--- src/rtl/dmem_store_buffer.sv ---
// Posted-write buffer between the MEM stage and data memory.
// Stores queue in a FIFO; loads bypass unless they alias a queued store.
module dmem_store_buffer #(
  parameter int DEPTH = 4
) (
  input  logic        clk,
  input  logic        rst_n,
  input  logic [31:0] cpu_addr,
  input  logic [31:0] cpu_write_data,
  input  logic        cpu_memwrite,
  input  logic        cpu_memread,
  input  logic [3:0]  cpu_sign_mask,
  output logic [31:0] cpu_read_data,
  output logic        cpu_stall,
  output logic        buf_empty,
  output logic [31:0] mem_addr,
  output logic [31:0] mem_write_data,
  output logic        mem_memwrite,
  output logic        mem_memread,
  output logic [3:0]  mem_sign_mask,
  input  logic [31:0] mem_read_data,
  input  logic        mem_stall
);

  localparam int PW = $clog2(DEPTH);

  typedef enum logic [1:0] {
    IDLE,
    WAIT_HI,
    WAIT_LO
  } state_t;

  state_t state;
  state_t state_nx;

  logic [31:0]   fa [DEPTH];
  logic [31:0]   fd [DEPTH];
  logic [3:0]    fm [DEPTH];
  logic [PW-1:0] head;
  logic [PW-1:0] tail;
  logic [PW:0]   count;

  logic rd_op;
  logic load_done;
  logic full;
  logic hazard;
  logic enq;
  logic deq;
  logic load_go;
  logic issue_wr;
  logic rd_fin;

  assign full      = (count == (PW+1)'(DEPTH));
  assign enq       = cpu_memwrite & ~full;
  assign buf_empty = (count == '0);

  assign load_go  = (state == IDLE) & cpu_memread
                  & ~cpu_memwrite & ~load_done & ~hazard;
  assign issue_wr = (state == IDLE) & ~load_go
                  & (count != '0);
  assign deq      = (state == WAIT_LO) & ~mem_stall & ~rd_op;
  assign rd_fin   = (state == WAIT_LO) & ~mem_stall & rd_op;

  // A full FIFO stalls a store; a load stalls until its data is back.
  assign cpu_stall = cpu_memwrite ? full
                                  : (cpu_memread & ~load_done);

  // Word-address match against every occupied entry, head included.
  always_comb begin
    hazard = 1'b0;
    for (int i = 0; i < DEPTH; i++) begin
      if ({1'b0, PW'(PW'(i) - head)} < count &&
          fa[i][31:2] == cpu_addr[31:2])
        hazard = 1'b1;
    end
  end

  // FSM state register.
  always_ff @(posedge clk or negedge rst_n) begin
    if (!rst_n) state <= IDLE;
    else        state <= state_nx;
  end

  // FSM next-state: one request, wait for stall rise, then fall.
  always_comb begin
    state_nx = state;
    case (state)
      IDLE:    if (load_go | issue_wr) state_nx = WAIT_HI;
      WAIT_HI: if (mem_stall)          state_nx = WAIT_LO;
      WAIT_LO: if (!mem_stall)         state_nx = IDLE;
      default:                         state_nx = IDLE;
    endcase
  end

  // Memory-side request registers and load result capture.
  always_ff @(posedge clk or negedge rst_n) begin
    if (!rst_n) begin
      mem_addr       <= '0;
      mem_write_data <= '0;
      mem_memwrite   <= 1'b0;
      mem_memread    <= 1'b0;
      mem_sign_mask  <= '0;
      cpu_read_data  <= '0;
      rd_op          <= 1'b0;
      load_done      <= 1'b0;
    end else begin
      mem_memwrite <= 1'b0;
      mem_memread  <= 1'b0;
      load_done    <= rd_fin;
      if (rd_fin) cpu_read_data <= mem_read_data;
      if (load_go) begin
        mem_memread    <= 1'b1;
        mem_addr       <= cpu_addr;
        mem_write_data <= cpu_write_data;
        mem_sign_mask  <= cpu_sign_mask;
        rd_op          <= 1'b1;
      end else if (issue_wr) begin
        mem_memwrite   <= 1'b1;
        mem_addr       <= fa[head];
        mem_write_data <= fd[head];
        mem_sign_mask  <= fm[head];
        rd_op          <= 1'b0;
      end
    end
  end

  // Store FIFO: head leaves only when its write completes.
  always_ff @(posedge clk or negedge rst_n) begin
    if (!rst_n) begin
      head  <= '0;
      tail  <= '0;
      count <= '0;
      for (int i = 0; i < DEPTH; i++) begin
        fa[i] <= '0;
        fd[i] <= '0;
        fm[i] <= '0;
      end
    end else begin
      if (enq) begin
        fa[tail] <= cpu_addr;
        fd[tail] <= cpu_write_data;
        fm[tail] <= cpu_sign_mask;
        tail     <= tail + PW'(1);
      end
      if (deq) head <= head + PW'(1);
      case ({enq, deq})
        2'b10:   count <= count + (PW+1)'(1);
        2'b01:   count <= count - (PW+1)'(1);
        default: count <= count;
      endcase
    end
  end

endmodule

--- config.mk ---
export PLATFORM = sky130hd
export DESIGN_NAME = dmem_store_buffer
export DESIGN_NICKNAME = d
export VERILOG_FILES = /design/src/rtl/dmem_store_buffer.sv
export SDC_FILE = /design/constraint.sdc
export NUM_CORES = 1
export LEC_CHECK = 0
export BUFFER_PORTS_ARGS = -buffer_cell sky130_fd_sc_hd__buf_2
export CAP_MARGIN = 20
export CELL_PAD_IN_SITES_DETAIL_PLACEMENT = 0
export CELL_PAD_IN_SITES_GLOBAL_PLACEMENT = 1
export CORE_MARGIN = 2
export CORE_UTILIZATION = 45
export CTS_BUF_LIST = sky130_fd_sc_hd__clkbuf_2 sky130_fd_sc_hd__clkbuf_4 sky130_fd_sc_hd__clkbuf_8
export DETAILED_ROUTE_END_ITERATION = 10
export GPL_TIMING_DRIVEN = 0
export PLACE_DENSITY = 0.82
export SLEW_MARGIN = 15
export SYNTH_ARGS = -nofsm -noshare
export SYNTH_HDL_FRONTEND = slang
export SYNTH_SLANG_ARGS = --single-unit
--- constraint.sdc ---
create_clock -name clk -period 2.9 [get_ports clk]
set_clock_uncertainty 0.05 [all_clocks]
set_input_delay 0.145 -clock clk [delete_from_list [all_inputs] [get_ports clk]]
set_output_delay 0.145 -clock clk [all_outputs]
set_load 0.05 [all_outputs]
==> reports/qor.yml <==
run_status:
  outcome: "complete, no violations"
setup_path:
  crit_required_ns: 3.31
  cp-end-kind: "flip-flop"
  max_stage_delay_ns: 0.37
  critPathLaunchType: "flip-flop"
  cp.arrival_ns: 3.18
  path_max_fanout: 10
  crit_chain: "buf_4 > buf_6 > xnor2_1 > ha_1 > a31oi_1 > nand4_1 > o31ai_4 > nor4_4 > buf_12 > buf_8 > mux2_4"
  slowest_stage: "dfrtp_1"
  crit_type: "flip-flop to flip-flop"
routing:
  remaining_drc_errors: 0
  wl_per_cell_um: 20.73
  wirelength_um: 44470
  drtPass1Iterations: 5
  vias: 11350
  drtIter0Drc: 494
  vias_per_cell: 5.292
  ant_nets: 0
synthesis:
  syn-num-nets: 1326
  syn_inst: 1211
  syn_avg_cell_area_um2: 15.42
  synthDistinctLibCells: 36
  ys_seq_area_share_pct: 51.58
  syn_area_um2: 18680
  synth.yosys.warnings: 0
  ys_seq_elements: 385
sta:
  drv_slew: 0
  rsz0062_at_grt: "false"
  worst_slew_pin_slew_ns: 0.9496
  setup-tns-final_ns: 0
  hold_viol: 0
  slew_headroom_pct: 36.69
  period_share_pct: 95.66
  fin_crit_ns: 2.774
  fmax_ghz: 0.3605
  setup_viol: 0
clock_tree:
  clkLatencyLatePin_ns: 0.60
  clk_pin_slew_ns: 0.05
  cts_num_sinks: 385
  cts_buffers: 68
  cts_tree: "done"
  root_buffer: "clkbuf_8"
  cts.path.max_buffers: 3
  htreeDepth: 3
global_route:
  grt_pass1_wl_um: 69050
  grt_pass1_vias: 12050
  grt_use_total_pct: 20.58
  grt_max_degree: 98
  grt_antenna_before_repair: 0
  overflow: 0
finish:
  area_delta_synth_final_pct: 22.61
  multi_input_area_um2: 8482
  seq_area_um2: 9634
  nets: 1685
  stdcell_area_um2: 22900
  nFillCells: 3373
  drive_gt1_share_pct: 53.75
  n_antenna_cell: 0
  final_cell_mix: "dfrtp_1 (385), mux2_2 (374), buf_2 (188)"
  layout_commonest_cell: "dfrtp_1"
run:
  maxCapViolCount: 0
die:
  die_w_um: 207.7
  dieArea_um2: 43150
  row_count: 74
  pin_count: 209
  dieHeight_um: 207.7
  core_region_area_um2: 40920
  start_util_pct: 45.64
placement:
  place_congestion: 0.8591
  io_buffers: 178
  dp_hpwl_um: 30420
  dpl_cell_area_um2: 20360
power:
  p_leak_nw: 10.15
  peakVddDrop_mv: 0.7135
  power.density_nw_per_um2: 1264
worst_hold_path:
  hold_path_class: "input pin to flip-flop"
[area by class of cell]
type                       instances  share of cell area (%)
buffer                            94                   2.628
clock buffer                     103                   5.699
clock inverter                    10                  0.3278
inverter                          10                  0.1639
multi-input combinational        722                   37.04
sequential                       385                   42.07
tap                              532                   2.907
timing repair buffer             289                   9.168
[path summary, 6_finish.rpt]
| path | startpoint | to | slack [ns] | cells after the start |
|---|---|---|---|---|
| setup / recovery | head[0]$_DFFE_PN0P_ | mem_sign_mask[2]$_DFFE_PN0P_ | 0.13 | 11 |
| hold / removal | mem_read_data[25] | cpu_read_data[25]$_DFFE_PN0P_ | 0.28 | 3 |
| setup reg to reg | head[0]$_DFFE_PN0P_ | mem_sign_mask[2]$_DFFE_PN0P_ | 0.13 | 11 |
| hold reg to reg | fm[6]$_DFFE_PN0P_ | fm[6]$_DFFE_PN0P_ | 0.45 | 1 |
| max in group asynchronous | rst_n | cpu_read_data[0]$_DFFE_PN0P_ | 0.90 | 6 |
| min in group asynchronous | rst_n | mem_write_data[28]$_DFFE_PN0P_ | 0.57 | 4 |
[timing repair]
| action | 4_1_cts | 5_1_grt |
|---|---|---|
| pin swaps | 1 | 1 |
| hold buffers | 105 | 0 |
| gates resized for setup | 14 | 6 |
| endpoints found under the setup margin | 78 | 129 |
| endpoints found under the hold margin | 486 | 0 |
| gates cloned | 0 | 0 |
| setup buffers | 2 | 0 |
[stage by stage]
step,total power [mW],worst slack [ns],instances,utilization [%],hold WS (ns)
floorplan,20.34,0.1196,1211,-,-0.2006
global placement,23.36,-5.943,1921,49.46,0.3264
detailed placement,23.80,-1.053,1925,49.76,-0.02248
CTS,29.23,0.008832,2145,55.90,0.2287
global route,30.52,0.01862,2145,55.96,0.2510
finish,28.95,0.1258,2145,55.96,0.2844
[worst max-delay path, delay by kind of cell, from the launching register on]
family,cells,cell delay (ns)
AO/OA/AOI/OAI,2,0.47
multiplexers,1,0.30
flip-flops,1,0.37
buffers and inverters,4,0.71
adder cells (fa/ha/maj),1,0.27
XOR/XNOR,1,0.21
AND/OR/NAND/NOR,2,0.26
[flip-flops by register name (all words and copies together) (netlist names)]
signal          count
load_done           1
head                2
mem_write_data     32
mem_addr           32
cpu_read_data      32
count               3
mem_memread         1
mem_memwrite        1
tail                2
fa                128
state               2
rd_op               1
fm                 16
fd                128
mem_sign_mask       4
[cells in the mapped netlist, drive strengths merged]
library cell | n | area [µm²]
a211oi | 1 | 7.510
a21o | 1 | 7.510
a21oi | 5 | 25.02
a31oi | 3 | 25.02
and2 | 1 | 6.260
buf | 74 | 467.9
clkbuf | 20 | 75.07
dfrtp | 385 | 9634
fa | 1 | 20.02
ha | 9 | 112.6
inv | 10 | 37.54
mux2 | 440 | 5202
mux4 | 68 | 1531
nand2 | 8 | 30.03
nand2b | 2 | 12.51
nand3 | 3 | 15.01
nand4 | 8 | 50.05
nor2 | 2 | 7.510
nor3 | 4 | 20.02
nor4 | 29 | 202.7
nor4b | 1 | 8.760
nor4bb | 1 | 10.01
o211ai | 1 | 7.510
o21ai | 3 | 15.01
o31ai | 1 | 12.51
or2 | 1 | 6.260
or3 | 1 | 6.260
xnor2 | 17 | 148.9
xor2 | 111 | 972.2
[power by group]
part | internal (mW) | switching, mW | leakage, nW
sequential | 8.17 | 1.72 | 4.61
combinational | 6.94 | 7.01 | 4.80
clock | 2.94 | 2.18 | 0.743
total | 18.0 | 10.9 | 10.2
[per-layer routing]
metal | vias up | part of all wire (%) | global-route usage (%)
met5 | - | 0 | 0
met4 | 0 | 2.4 | 7.043
met3 | 74 | 4.8 | 3.888
met2 | 262 | 48 | 33.61
met1 | 5898 | 44 | 27.74
li1 | 5117 | - | -
[cells by family (layout without fill, tap and decap cells)]
kind of cell,Yosys count,in the layout,synth area share [%]
AO/OA/AOI/OAI,15,15,0.5359
XOR/XNOR,128,128,6.002
adder cells (fa/ha/maj),10,10,0.7101
buffers and inverters,104,506,3.108
flip-flops,385,385,51.58
multiplexers,508,508,36.05
AND/OR/NAND/NOR,61,61,2.010
No activity file was read; power rests on OpenSTA's default activity.
